File: src/rtl/note_seq_ctrl.sv
// Record/playback sequencer for the button-piano note memory: records run-length {dur, note}
// entries while sw1 is high and plays them back on a play pulse. Define LOOP_PLAY_EN for looping playback.
module note_seq_ctrl #(
  parameter int ADDR_W = 8,
  parameter int NOTE_W = 8
) (
  input  logic              clk,
  input  logic              reset,
  input  logic              tick,
  input  logic [4:0]        buttons,
  input  logic              sw1,
  input  logic              play,
  output logic [ADDR_W-1:0] mem_addr,
  output logic              mem_we,
  output logic [NOTE_W+7:0] mem_wdata,
  input  logic [NOTE_W+7:0] mem_rdata,
  output logic [NOTE_W-1:0] current_note,
  output logic              busy,
  output logic              rec_full,
  output logic [ADDR_W:0]   length
);

  localparam int DEPTH = 2 ** ADDR_W;
  localparam logic [ADDR_W:0] LAST_ADDR = (ADDR_W+1)'(DEPTH - 1);
  localparam logic [ADDR_W:0] ONE_LEN   = (ADDR_W+1)'(1);

`ifdef LOOP_PLAY_EN
  localparam bit LOOP_EN = 1'b1;
`else
  localparam bit LOOP_EN = 1'b0;
`endif

  typedef enum logic [2:0] {IDLE, REC, PLAY_RD, PLAY_LD, PLAY_HOLD} state_t;

  state_t             state, state_nxt;
  logic [ADDR_W:0]    wr_ptr, wr_ptr_nxt;
  logic [ADDR_W-1:0]  rd_ptr, rd_ptr_nxt;
  logic [NOTE_W-1:0]  run_code, run_code_nxt;
  logic [7:0]         run_dur, run_dur_nxt;
  logic [7:0]         hold_cnt, hold_cnt_nxt;
  logic [ADDR_W:0]    length_nxt;
  logic               rec_full_nxt;
  logic [NOTE_W-1:0]  current_note_nxt;
  logic [ADDR_W-1:0]  mem_addr_nxt;
  logic [NOTE_W+7:0]  mem_wdata_nxt;
  logic               mem_we_nxt;
  logic               sw1_q;
  logic               wr_req;

  logic [2:0]         btn_code;
  logic [NOTE_W-1:0]  live_note;
  logic [7:0]         rec_dur;
  logic [NOTE_W-1:0]  rd_note;
  logic [7:0]         rd_dur;
  logic               abort, play_stop, hold_last, seq_last;

  // Lowest-index pressed button wins; nothing pressed is a rest.
  always_comb begin
    btn_code = 3'd0;
    if      (buttons[0]) btn_code = 3'd1;
    else if (buttons[1]) btn_code = 3'd2;
    else if (buttons[2]) btn_code = 3'd3;
    else if (buttons[3]) btn_code = 3'd4;
    else if (buttons[4]) btn_code = 3'd5;
  end

  assign live_note = NOTE_W'(btn_code);
  assign rec_dur   = run_dur + 8'(tick);
  assign rd_note   = mem_rdata[NOTE_W-1:0];
  assign rd_dur    = mem_rdata[NOTE_W+7:NOTE_W];
  assign abort     = sw1 & ~sw1_q;
  assign play_stop = LOOP_EN & play;
  assign hold_last = (hold_cnt == 8'd1);
  assign seq_last  = ({1'b0, rd_ptr} == (length - ONE_LEN));

  always_ff @(posedge clk or negedge reset) begin
    if (!reset) begin
      state        <= IDLE;
      wr_ptr       <= '0;
      rd_ptr       <= '0;
      run_code     <= '0;
      run_dur      <= '0;
      hold_cnt     <= '0;
      length       <= '0;
      rec_full     <= 1'b0;
      current_note <= '0;
      mem_addr     <= '0;
      mem_wdata    <= '0;
      mem_we       <= 1'b0;
      busy         <= 1'b0;
      sw1_q        <= 1'b0;
    end else begin
      state        <= state_nxt;
      wr_ptr       <= wr_ptr_nxt;
      rd_ptr       <= rd_ptr_nxt;
      run_code     <= run_code_nxt;
      run_dur      <= run_dur_nxt;
      hold_cnt     <= hold_cnt_nxt;
      length       <= length_nxt;
      rec_full     <= rec_full_nxt;
      current_note <= current_note_nxt;
      mem_addr     <= mem_addr_nxt;
      mem_wdata    <= mem_wdata_nxt;
      mem_we       <= mem_we_nxt;
      busy         <= (state_nxt != IDLE);
      sw1_q        <= sw1;
    end
  end

  always_comb begin
    state_nxt = state;
    case (state)
      IDLE: begin
        if (sw1)                        state_nxt = REC;
        else if (play && length != '0)  state_nxt = PLAY_RD;
      end
      REC: begin
        if (!sw1) state_nxt = IDLE;
      end
      PLAY_RD, PLAY_LD, PLAY_HOLD: begin
        if (abort || play_stop)    state_nxt = IDLE;
        else if (state == PLAY_RD) state_nxt = PLAY_LD;
        else if (state == PLAY_LD) state_nxt = PLAY_HOLD;
        else if (tick && hold_last)
          state_nxt = (seq_last && !LOOP_EN) ? IDLE : PLAY_RD;
      end
      default: state_nxt = IDLE;
    endcase
  end

  always_comb begin
    wr_ptr_nxt       = wr_ptr;
    rd_ptr_nxt       = rd_ptr;
    run_code_nxt     = run_code;
    run_dur_nxt      = run_dur;
    hold_cnt_nxt     = hold_cnt;
    length_nxt       = length;
    rec_full_nxt     = rec_full;
    current_note_nxt = current_note;
    mem_addr_nxt     = mem_addr;
    mem_wdata_nxt    = mem_wdata;
    mem_we_nxt       = 1'b0;
    wr_req           = 1'b0;
    case (state)
      IDLE: begin
        if (sw1) begin
          wr_ptr_nxt       = '0;
          length_nxt       = '0;
          rec_full_nxt     = 1'b0;
          run_code_nxt     = live_note;
          run_dur_nxt      = '0;
          current_note_nxt = live_note;
        end else if (play && length != '0) begin
          rd_ptr_nxt   = '0;
          mem_addr_nxt = '0;
        end
      end
      REC: begin
        current_note_nxt = live_note;
        // A tick in the same cycle as a code change or sw1 fall still belongs to the closing run.
        if (!sw1) begin
          wr_req           = (rec_dur != 8'd0);
          current_note_nxt = '0;
        end else if (live_note != run_code) begin
          wr_req       = (rec_dur != 8'd0);
          run_code_nxt = live_note;
          run_dur_nxt  = '0;
        end else if (tick) begin
          if (rec_dur == 8'hFF) begin
            wr_req      = 1'b1;
            run_dur_nxt = '0;
          end else begin
            run_dur_nxt = rec_dur;
          end
        end
        if (wr_req && !rec_full) begin
          mem_we_nxt    = 1'b1;
          mem_addr_nxt  = wr_ptr[ADDR_W-1:0];
          mem_wdata_nxt = {rec_dur, run_code};
          wr_ptr_nxt    = wr_ptr + ONE_LEN;
          if (wr_ptr == LAST_ADDR) rec_full_nxt = 1'b1;
        end
        if (!sw1) length_nxt = wr_ptr_nxt;
      end
      PLAY_RD, PLAY_LD, PLAY_HOLD: begin
        if (abort || play_stop) begin
          current_note_nxt = '0;
        end else if (state == PLAY_LD) begin
          current_note_nxt = rd_note;
          hold_cnt_nxt     = (rd_dur == 8'd0) ? 8'd1 : rd_dur;
        end else if (state == PLAY_HOLD && tick) begin
          hold_cnt_nxt = hold_cnt - 8'd1;
          if (hold_last) begin
            if (seq_last && !LOOP_EN) begin
              current_note_nxt = '0;
            end else begin
              rd_ptr_nxt   = seq_last ? '0 : rd_ptr + ADDR_W'(1);
              mem_addr_nxt = rd_ptr_nxt;
            end
          end
        end
      end
      default: ;
    endcase
  end

endmodule

File: config.mk
export PLATFORM = sky130hd
export DESIGN_NAME = note_seq_ctrl
export DESIGN_NICKNAME = d
export VERILOG_FILES = /design/src/rtl/note_seq_ctrl.sv
export SDC_FILE = /design/constraint.sdc
export NUM_CORES = 1
export LEC_CHECK = 0
export CAP_MARGIN = 25
export CORE_MARGIN = 10
export CORE_UTILIZATION = 40
export CTS_BUF_LIST = sky130_fd_sc_hd__clkbuf_4 sky130_fd_sc_hd__clkbuf_8
export DETAILED_ROUTE_END_ITERATION = 16
export GPL_ROUTABILITY_DRIVEN = 1
export PLACE_DENSITY = 0.72
export SYNTH_ARGS = -nofsm -noshare
export SYNTH_HDL_FRONTEND = slang
export SYNTH_SLANG_ARGS = --single-unit
export TNS_END_PERCENT = 5
File: constraint.sdc
create_clock -name clk -period 7.28 [get_ports clk]
set_input_delay 1.82 -clock clk [delete_from_list [all_inputs] [get_ports clk]]
set_output_delay 1.82 -clock clk [all_outputs]
set_load 0.02 [all_outputs]
Yosys cells after proc, flatten, opt, wreduce, memory -nomap -nowiden
Index checks and enable logic that the tools add are counted.
{ "totals": {"word_cells": 133, "out_inout_bits": 44, "regBits": 89, "inputBits": 26} }
{ "classes": {"reduce_logical": 25, "eq_ne": 26, "n_bitwise": 3, "add_sub_neg": 5, "n_mux": 60} }
{ "op_table": {"columns": ["cell", "n"], "rows": [
  ["$mux W8", 24],
  ["$pmux W8 S2", 3],
  ["$pmux W8 S3", 2],
  ["$mux W3", 13],
  ["$pmux W9 S2", 2],
  ["$mux W9", 3],
  ["$ne A2 B2 Y1 const B", 13],
  ["$ne A4 B4 Y1 const B", 3],
  ["$reduce_and A4 Y1", 3],
  ["$mux W1", 10],
  ["$add A9 B1 Y9 const B", 1],
  ["$eq A8 B9 Y1", 1],
  ["$eq A9 B8 Y1 const B", 1],
  ["$pmux W3 S3", 1],
  ["$reduce_and A9 Y1", 1],
  ["$reduce_bool A9 Y1", 1],
  ["$sub A9 B1 Y9 const B", 1],
  ["$add A8 B1 Y8", 1],
  ["$add A8 B1 Y8 const B", 1],
  ["$eq A8 B1 Y1 const B", 1],
  ["$eq A8 B8 Y1 const B", 1],
  ["$logic_not A8 Y1", 1],
  ["$ne A3 B8 Y1", 1],
  ["$reduce_and A8 Y1", 1],
  ["19 further kinds", 29]
]} }

Longest topological paths before layout
Gate-level depths: netlist (run 1).
{ "logic_depth": {"ltp_word": 13, "mapped_depth": 12, "ltp_nobuf": 9} }

Least setup slack after synthesis (run 1)
OpenSTA, ideal clock, no wires.
{ "synth_path": {"path_kind": "input -> register", "startpoint": "in tick", "endpoint": "reg mem_wdata[12]", "arrival_time_ps": 4327, "path_buffers": 3, "setup_time_ps": 127, "path_stages": 11, "required_time_ps": 7153, "setup_slack_ps": 2826, "path_cell_list": "ha_1 > ha_1 > clkbuf_1 > nor4b_1 > a211o_1 > nand4_1 > a21oi_1 > and2_1 > buf_2 > buf_4 > mux2_1"} }
{ "synth_via": {"elab_chain_cells": 9, "word_cells_on_any_way": 10, "cone_classes": "add/sub (1); eq/ne (1); mux (5); reduce/logical (3)"} }
{ "synth_rtl": {"columns": ["element", "line_no", "text"], "rows": [
  ["from (decl)", "9", "input logic tick,"],
  ["$add A8 B1 Y8", "68", "assign rec_dur = run_dur + 8'(tick);"],
  ["$eq A8 B8 Y1", "169", "if (rec_dur == 8'hFF) begin"],
  ["$mux W1", "169", null],
  ["$mux W1", "168", "end else if (tick) begin"],
  ["$mux W1", "164", "end else if (live_note != run_code) begin"],
  ["$mux W1", "161", "if (!sw1) begin"],
  ["$mux W1", "144", "case (state)"],
  ["$logic_and A1 B1 Y1", "176", "if (wr_req && !rec_full) begin"],
  ["$reduce_and A2 Y1 (no source line)", null, null],
  ["to (signal assigned)", "103", "mem_wdata <= mem_wdata_nxt;"],
  ["to (decl)", "15", "output logic [NOTE_W+7:0] mem_wdata,"]
]} }
Several ways; a longest one is shown, not always the timed one. The select of a mux whose other input is x is not followed.
A chain may end at the register's enable or synchronous reset.

Worst setup path in the final report (run 1)
{ "layout_path": {"startpoint": "in tick", "endpoint": "reg mem_wdata[9]"} }
Same word-level chain as after synthesis.

==> impl_metrics.yaml, run 1 <==
outcome:
  status: "completed"
cells_and_area:
  n_fill_cell: 1203
  layout.cells.most_common_list: "dfrtp_1, clkdlybuf4s50_1, nand2_1, nor2_1, a21oi_1"
  final_common_cell: "dfrtp_1"
  layout.core_utilization_pct: 48.39
  finish.net_count: 630
  num_antenna_cells: 0
  final_area_um2: 6107
  share_of_final_layout_standard_cells_stronger_than_drive_strength_1_pct: 12.48
  areaGrowthSynthToFinish_pct: 18.73
  stdcell_count: 773
floorplanning:
  initial_utilization_pct: 40.76
  die-height_um: 133.4
  die-area_um2: 17800
  design.portCount: 70
  core_area_um2: 12620
  fp-row-count: 41
  die_width_um: 133.4
worst_hold_path:
  worstHoldPathType: "reg2reg"
  min_from: "current_note[5]$_DFFE_PN0P_"
placed_design:
  place_hpwl_um: 10080
  dp_cells: 756
  gp_routability_congestion: 0.9154
  placement.cell_area_um2: 5848
  port_buffers: 64
detailed_routing:
  dr.first_iter.drc_count: 390
  remaining_drc_errors: 0
  avgViaCountPerCell: 5.702
  drt_wl_total_um: 13650
  route.vias.total: 4408
  wl_per_cell_um: 17.65
  final_ant_viol_nets: 0
  detailedRoute.firstPassIterationCount: 5
clocking:
  post_cts_buffers: 0
  postCtsHoldBufs: 0
  max-clock-path-buffers: 2
  cts_made_buffers: 9
  ctsRootBufferMaster: "clkbuf_8"
  cts_htree_levels: 3
  cts_tree: "built"
  clock_insertion_delay_worst_skew_ns: 0.36
  clk_transition_reported_paths_ns: 0.08
  sinks_on_the_clock_net: 79
  cts_repair_resize_count: 0
timing:
  timing_worst_slew_pin_value_ns: 1.016
  setup_total_negative_slack_ns: 0
  finalMaxSlewViolations: 0
  finClkSkew_ns: 0.01851
  max_freq_mhz: 186.6
  timing.max_slew.rel_slack_pct: 31.83
  finalHoldViolations: 0
  finalSetupViolCount: 0
  final_min_period_over_clock_period_pct: 73.61
  timing.hold.ws_ns: 0.5146
  fin_crit_ns: 5.359
  setup_repair_after_global_routing_missed_its_margin: "false"
setup_path:
  crit-reg2reg-capture: "mem_wdata[9]$_DFFE_PN0P_"
  timing.rr.start: "run_dur[0]$_DFFE_PN0P_"
  worstPathMaxFanout: 26
  type_of_destination_of_the_critical_path: "register"
  startpoint_type: "input pin"
  worst_r2r_path_depth: 10
  worst_ep_required_time_ns: 7.52
  cp.arrival_ns: 5.60
  reg2reg_setup_slack_ns: 3.78
  timing_endpoint_of_the_critical_path: "mem_wdata[9]$_DFFE_PN0P_"
  critPathLaunch: "tick"
  timing_worst_setup_path_type: "in2reg"
global_routing:
  global_route.usage.total_pct: 15.19
  globalRouteMet3Util_pct: 3.534
  groute.layer.met2.usage_pct: 24.70
  grt_antenna_before_repair: 0
  globalRoute.totalOverflow: 0
  first_global_vias: 4376
  grt_first_pass_wirelength_um: 22530
  grt_busiest_layer: "met2"
  grt_max_degree: 80
  globalRouteMet1Util_pct: 19.71
power:
  power.static_leakage_nw: 2.530
  p_per_area_nw_per_um2: 268.7
  worst_ir_drop_vdd_mv: 0.1376
synth:
  ys_warn_count: 0
  ys_dominant_reg_cell: "dfrtp_1"
  netlist.top_cell.by_area: "dfrtp_1"
  ys_ff_latch: 79
  post_synth_inst_count: 548
  synth_largest_type_area_fraction_pct: 38.43
  synth-edff-count: 0
  yosys-top-cells-area: "dfrtp_1, a21oi_1, nand2_1"
  ys_types: 75
  synthesis.area_um2: 5144
  synth.yosys.seq_area_share_pct: 38.43
  synthesis.area_per_instance_um2: 9.386
  async_flop_share_pct: 100.0
flow_run:
  max_cap_violations: 0
[area by class of cell]
cell class	count	area [um^2]	share of cell area, %
well taps	172	215.2	3.524
inverters	24	90.09	1.475
clock inverters	3	65.06	1.065
clock buffers	13	166.4	2.725
flip-flops and latches	79	1977	32.37
repair buffers	67	680.7	11.15
multi-input cells	415	2913	47.70
[kinds of logic after synthesis]
family	Yosys count	synth area share, %
adders and majority gates	8	1.946
other	1	0.07290
buffers and inverters	58	5.303
xor gates and xnor gates	26	4.427
DFF	79	38.43
AOI/OAI and AO/OA	162	24.76
and+or+nand+nor	187	18.90
muxes	27	6.154
[state kept, by name, indices dropped and copies added, names as in the netlist, 3 cells and up]
name	count
current_note	8
hold_cnt	8
length	9
mem_addr	8
mem_wdata	11
rd_ptr	8
run_code	3
run_dur	8
state	3
wr_ptr	9
[synth_stat cells (8+ instances only)]
cell type  number
a21oi_1        39
xnor2_1        16
a31oi_1        12
nor2_1         41
ha_1            8
o21ai_0        29
mux2_2         16
nand3_1        10
xor2_1         10
o221ai_2        8
nor3_1         18
and3_1         15
clkbuf_1       18
inv_1          24
a22o_1         12
nand2_1        52
dfrtp_1        79
[through the flow]
step                setup slack, ns  total power, mW
finish                        1.921            1.641
global route                  1.566            1.741
CTS                           1.945            1.649
detailed placement            1.566            1.270
global placement              1.755            1.251
floorplan                     2.826            1.042
[power breakdown]
part           total (mW)  leakage, nW  internal (mW)  switching (mW)
registers           0.604         1.05          0.515          0.0889
logic               0.661         1.36          0.286           0.375
clock network       0.376        0.120          0.219           0.157
[per-layer routing]
metal  wire length, um  up-vias
met1              6294     2166
met5                 0        -
met3               709       10
met4               149        0
li1                  -     2100
met2              6492      132
[worst max-delay path, stage by stage]
cell and delay, ns:
clkdlybuf4s50_1 0.68, ha_1 0.35, ha_1 0.42, nor2b_1 0.27
and3_1 0.21, a31o_2 0.13, nand4_1 0.27, a21oi_2 0.22
buf_4 0.28, and2_1 0.54, mux2_2 0.40
[worst min-delay path by stage]
stage,endpoint,depth (start not counted)
2_1_floorplan,run_dur[0]$_DFFE_PN0P_,1
3_3_place_gp,mem_wdata[12]$_DFFE_PN0P_,1
3_5_place_dp,current_note[6]$_DFFE_PN0P_,1
4_1_cts,current_note[5]$_DFFE_PN0P_,1
5_1_grt,current_note[5]$_DFFE_PN0P_,1
6_report,current_note[5]$_DFFE_PN0P_,1
No activity file was read; power rests on OpenSTA's default activity.
==> inputs of run 2 (changes only) <==
==> constraint.sdc (replaced) <==
create_clock -name clk -period 5.2 [get_ports clk]
set_input_delay 1.3 -clock clk [delete_from_list [all_inputs] [get_ports clk]]
set_output_delay 1.3 -clock clk [all_outputs]
set_load 0.02 [all_outputs]
==> run 2 against run 1 <==
Net effect: cell area is 0.12% higher; clock skew down 0.0036 ns; clock power up 42%; largest power group unchanged; core utilization rose by 0.060 points; critical endpoint is now mem_addr[5]$_DFFE_PN0P_; non-clock buffer count rose by 1; critical path depth fell by 2; sequential power increased by 41%; combinational power up 38%; via count increased by 0.54%.
==> impl_metrics.yaml, run 2 (same netlist as run 1, synthesis figures left out) <==
power:
  worst_ir_drop_vdd_mv: 0.2157
  p_total_mw: 2.295
  power.static_leakage_nw: 2.535
  p_per_area_nw_per_um2: 375.3
floorplanning:
  die-height_um: 133.4
  core_area_um2: 12620
  initial_utilization_pct: 40.76
  fp-row-count: 41
  design.portCount: 70
  die_width_um: 133.4
  die-area_um2: 17800
clocking:
  cts_made_buffers: 9
  post_cts_buffers: 0
  postCtsHoldBufs: 0
  clock_insertion_delay_worst_skew_ns: 0.36
  cts_repair_resize_count: 0
  ctsRootBufferMaster: "clkbuf_8"
  cts_htree_levels: 3
  clk_transition_reported_paths_ns: 0.08
  max-clock-path-buffers: 2
  cts_tree: "built"
  sinks_on_the_clock_net: 79
detailed_routing:
  final_ant_viol_nets: 0
  avgViaCountPerCell: 5.726
  wl_per_cell_um: 17.26
  route.vias.total: 4432
  remaining_drc_errors: 0
  drt_wl_total_um: 13360
  detailedRoute.firstPassIterationCount: 5
  dr.first_iter.drc_count: 492
cells_and_area:
  final_common_cell: "dfrtp_1"
  num_antenna_cells: 0
  areaGrowthSynthToFinish_pct: 18.88
  layout_top_registers: "mem_wdata (11), length (9), wr_ptr (9)"
  finish.net_count: 631
  largest_register_ffs: 11
  layout.cells.most_common_list: "dfrtp_1, clkdlybuf4s50_1, nand2_1, nor2_1, a21oi_1"
  share_of_final_layout_standard_cells_stronger_than_drive_strength_1_pct: 12.62
  largest_register: "mem_wdata"
  n_fill_cell: 1197
timing:
  finalHoldViolations: 0
  final_min_period_over_clock_period_pct: 83.08
  max_freq_mhz: 231.5
  final.setup.worst_slack_ns: 0.8799
  setup_total_negative_slack_ns: 0
  finalSetupViolCount: 0
  fin_crit_ns: 4.320
  finalMaxSlewViolations: 0
  timing_worst_slew_pin_value_ns: 1.006
  timing.max_slew.rel_slack_pct: 32.50
  setup_repair_after_global_routing_missed_its_margin: "false"
  finClkSkew_ns: 0.01492
setup_path:
  crit_path_cell_trace: "clkdlybuf4s50_1, ha_1, ha_1, nor4b_1, a211o_1, nand4_1, a2111oi_4, mux2_2, o221ai_2"
  worst_ep_required_time_ns: 5.47
  timing.rr.start: "state[0]$_DFF_PN0_"
  startpoint_type: "input pin"
  timing_worst_setup_path_type: "in2reg"
  cpPeakStageDelay_ns: 0.79
  critPathLaunch: "tick"
  slowest_library_cell_on_the_worst_path: "a2111oi_4"
  worstPathMaxFanout: 11
  type_of_destination_of_the_critical_path: "register"
  cp.arrival_ns: 4.59
  cp_num_buf_inv: 1
  cpLargestDelayFamily: "compound AO/OA/AOI/OAI gates"
  crit_top_cell: "ha_1"
global_routing:
  first_global_vias: 4407
  global_route.usage.total_pct: 14.92
  grt_first_pass_wirelength_um: 22120
  globalRoute.totalOverflow: 0
  grt_antenna_before_repair: 0
  grt_max_degree: 80
placed_design:
  place_hpwl_um: 9934
  gp_routability_congestion: 0.8606
  detailedPlace.worstSlack_ns: 0.5542
  port_buffers: 64
worst_hold_path:
  worstHoldPathType: "reg2reg"
  min_from: "current_note[4]$_DFFE_PN0P_"
outcome:
  status: "completed"
flow_run:
  max_cap_violations: 0
## run 2: changes by cell type in the layout (fill, tap and decap cells not counted), sizes merged
cell | before | now
buf | 4 | 5
## run 2: metal layers
layer	wire, um	vias to the layer above	global-route usage [%]
li1	-	2115	-
met1	6085	2144	18.91
met2	6243	158	24.09
met3	820	15	3.571
met4	212	0	5.562
met5	0	-	0
## run 2: cell type report
| cell class | count | area, um^2 | area share [%] |
|---|---|---|---|
| timing repair buffer | 68 | 688.2 | 11.25 |
| tap | 172 | 215.2 | 3.520 |
| inverter | 24 | 90.09 | 1.473 |
| sequential | 79 | 1977 | 32.33 |
| clock inverter | 3 | 65.06 | 1.064 |
| multi-input combinational | 415 | 2913 | 47.64 |
| clock buffer | 13 | 166.4 | 2.722 |
## run 2: power breakdown
group	switching (mW)	internal (mW)	leakage [nW]
logic	0.509	0.402	1.36
clock network	0.226	0.307	0.120
registers	0.130	0.721	1.05
## run 2: worst paths after layout
kind | depth (start not counted) | slack, ns | end
hold reg to reg | 1 | 0.51 | current_note[4]$_DFFE_PN0P_
setup / recovery | 9 | 0.88 | mem_addr[5]$_DFFE_PN0P_
hold / removal | 1 | 0.51 | current_note[4]$_DFFE_PN0P_
setup reg to reg | 6 | 1.91 | current_note[0]$_DFFE_PN0P_
min in group asynchronous | 1 | 0.75 | rd_ptr[4]$_DFFE_PN0P_
max in group asynchronous | 2 | 3.87 | mem_wdata[8]$_DFFE_PN0P_
## run 2: per-stage QoR
stage | hold WS [ns] | cell area (um^2) | std cells | utilization, %
floorplan | 0.4772 | 5159 | 552 | -
finish | 0.5059 | 6115 | 774 | 48.45
detailed placement | 0.4954 | 5856 | 757 | 46.40
global placement | 0.4876 | 5856 | 757 | 46.40
CTS | 0.5133 | 6087 | 773 | 48.24
global route | 0.5377 | 6115 | 774 | 48.45
==> inputs of run 3 (changes only) <==
--- a/config.mk
+++ b/config.mk
@@ -11,7 +11,7 @@
 export CTS_BUF_LIST = sky130_fd_sc_hd__clkbuf_4 sky130_fd_sc_hd__clkbuf_8
 export DETAILED_ROUTE_END_ITERATION = 16
 export GPL_ROUTABILITY_DRIVEN = 1
-export PLACE_DENSITY = 0.72
+export PLACE_DENSITY = 0.75
 export SYNTH_ARGS = -nofsm -noshare
 export SYNTH_HDL_FRONTEND = slang
 export SYNTH_SLANG_ARGS = --single-unit
==> constraint.sdc (replaced) <==
create_clock -name clk -period 3.6 [get_ports clk]
set_input_delay 0.9 -clock clk [delete_from_list [all_inputs] [get_ports clk]]
set_output_delay 0.9 -clock clk [all_outputs]
set_load 0.02 [all_outputs]
==> run 3 against run 2 <==
Net effect: sequential cell count unchanged; sequential power up 43%; non-clock buffer count up 34; combinational power up 54%; highest routed layer unchanged; via count up 4.6%; critical endpoint unchanged; die area unchanged; global-route usage up 0.55 points; sequential share of layout area down 1.4 points; critical path depth up 2; cell area up 4.6%.
==> impl_metrics.yaml, run 3 (same netlist as run 1, synthesis figures left out) <==
timing:
  setup_repair_after_global_routing_missed_its_margin: "false"
  timing.hold.ws_ns: 0.3460
  timing_worst_slew_pin_value_ns: 0.6848
  fin_crit_ns: 3.440
  max_freq_mhz: 290.7
  finalSetupViolCount: 0
  timing.max_slew.rel_slack_pct: 54.18
  finalHoldViolations: 0
  finClkSkew_ns: 0.01391
  final_min_period_over_clock_period_pct: 95.56
  finalMaxSlewViolations: 0
placed_design:
  placement.cell_area_um2: 6120
  dp_cells: 791
  port_buffers: 64
  gp_routability_congestion: 0.8893
  place_hpwl_um: 10450
setup_path:
  crit-reg2reg-capture: "mem_addr[5]$_DFFE_PN0P_"
  worst_r2r_path_depth: 9
  timing_endpoint_of_the_critical_path: "mem_addr[5]$_DFFE_PN0P_"
  timing.rr.start: "length[0]$_DFFE_PN0P_"
  worstPathMaxFanout: 8
  critPathLaunch: "tick"
  worst_ep_required_time_ns: 3.87
  cp.arrival_ns: 3.71
  timing_worst_setup_path_type: "in2reg"
  startpoint_type: "input pin"
  type_of_destination_of_the_critical_path: "register"
  reg2reg_setup_slack_ns: 0.32
global_routing:
  grt_max_degree: 80
  globalRoute.totalOverflow: 0
  first_global_vias: 4619
  grt_first_pass_wirelength_um: 23050
  grt_antenna_before_repair: 0
  global_route.usage.total_pct: 15.47
clocking:
  post_cts_buffers: 0
  ctsRootBufferMaster: "clkbuf_8"
  max-clock-path-buffers: 2
  clk_transition_reported_paths_ns: 0.08
  cts_repair_resize_count: 0
  clock_insertion_delay_worst_skew_ns: 0.37
  cts_tree: "built"
  sinks_on_the_clock_net: 79
  cts_htree_levels: 3
  cts_made_buffers: 9
  postCtsHoldBufs: 0
cells_and_area:
  n_fill_cell: 1177
  layout.cells.most_common_list: "dfrtp_1, clkdlybuf4s50_1, nand2_1, nor2_1, a21oi_1"
  final_common_cell: "dfrtp_1"
  finish.net_count: 665
  layout.core_utilization_pct: 50.70
  largest_register_ffs: 11
  final_area_um2: 6399
  layout_top_registers: "mem_wdata (11), length (9), wr_ptr (9)"
  largest_register: "mem_wdata"
  num_antenna_cells: 0
  share_of_final_layout_standard_cells_stronger_than_drive_strength_1_pct: 17.61
  stdcell_count: 808
  areaGrowthSynthToFinish_pct: 24.40
detailed_routing:
  final_ant_viol_nets: 0
  avgViaCountPerCell: 5.738
  route.vias.total: 4636
  drt_wl_total_um: 13890
  detailedRoute.firstPassIterationCount: 5
  remaining_drc_errors: 0
  dr.first_iter.drc_count: 369
  wl_per_cell_um: 17.18
floorplanning:
  core_area_um2: 12620
  fp-row-count: 41
  die-area_um2: 17800
  die_width_um: 133.4
  initial_utilization_pct: 40.76
  design.portCount: 70
  die-height_um: 133.4
outcome:
  status: "completed"
power:
  worst_ir_drop_vdd_mv: 0.2324
  power.static_leakage_nw: 2.707
  p_total_mw: 3.402
  p_per_area_nw_per_um2: 531.7
flow_run:
  max_cap_violations: 0
worst_hold_path:
  worstHoldPathType: "in2async"
-- run 3: changes by cell type in the layout (fill, tap and decap cells not counted), sizes merged --
cell | before | now
clkbuf | 13 | 12
clkinvlp | 0 | 1
inv | 24 | 25
buf | 5 | 39
clkinv | 1 | 0
-- run 3: layout make-up --
| type | count | area, um^2 | area share [%] |
|---|---|---|---|
| clock buffers | 12 | 158.9 | 2.483 |
| clock inverters | 4 | 76.32 | 1.193 |
| inverters | 24 | 90.09 | 1.408 |
| multi-input cells | 415 | 2925 | 45.72 |
| flip-flops and latches | 79 | 1977 | 30.90 |
| well taps | 172 | 215.2 | 3.363 |
| repair buffers | 102 | 955.9 | 14.94 |
-- run 3: per-stage QoR --
| stage | setup WS, ns | TNS, ns |
|---|---|---|
| after global routing | 0.006314 | 0 |
| after global placement | -0.1071 | -1.756 |
| after floorplan | 0.06567 | 0 |
| final | 0.1598 | 0 |
| after CTS | 0.1500 | 0 |
| after detailed placement | -0.2244 | -4.727 |
-- run 3: how the worst min path moves through the flow --
stage                                    from                        end  cells past startpoint
floorplan              run_dur[0]$_DFFE_PN0P_     run_dur[0]$_DFFE_PN0P_                      1
global placement    mem_wdata[12]$_DFFE_PN0P_  mem_wdata[12]$_DFFE_PN0P_                      1
detailed placement  mem_wdata[12]$_DFFE_PN0P_  mem_wdata[12]$_DFFE_PN0P_                      1
CTS                 mem_wdata[12]$_DFFE_PN0P_  mem_wdata[12]$_DFFE_PN0P_                      1
global route                            reset      rd_ptr[4]$_DFFE_PN0P_                      1
finish                                  reset      rd_ptr[1]$_DFFE_PN0P_                      1
-- run 3: where the power goes --
part	total (mW)	switching, mW	internal, mW
Combinational	1.40	0.771	0.633
Clock	0.781	0.342	0.439
Sequential	1.22	0.175	1.04
-- run 3: metal layers --
metal / vias to the layer above / global-route usage [%] / wire length (um) / part of all wire [%]
met2: 165 / 25.00 / 6546 / 47
li1: 2177 / - / - / -
met3: 23 / 4.286 / 982 / 7.1
met4: 0 / 5.320 / 273 / 2.0
met5: - / 0 / 0 / 0
met1: 2271 / 19.38 / 6083 / 44
-- run 3: worst max-delay path, cell delays in order --
cell	delay [ns]
clkdlybuf4s50_1	0.49
ha_1	0.23
ha_1	0.28
nor2b_1	0.19
and3_1	0.20
a31o_2	0.13
nand4_1	0.24
a2111oi_4	0.41
buf_4	0.22
mux2_2	0.36
o221ai_2	0.06
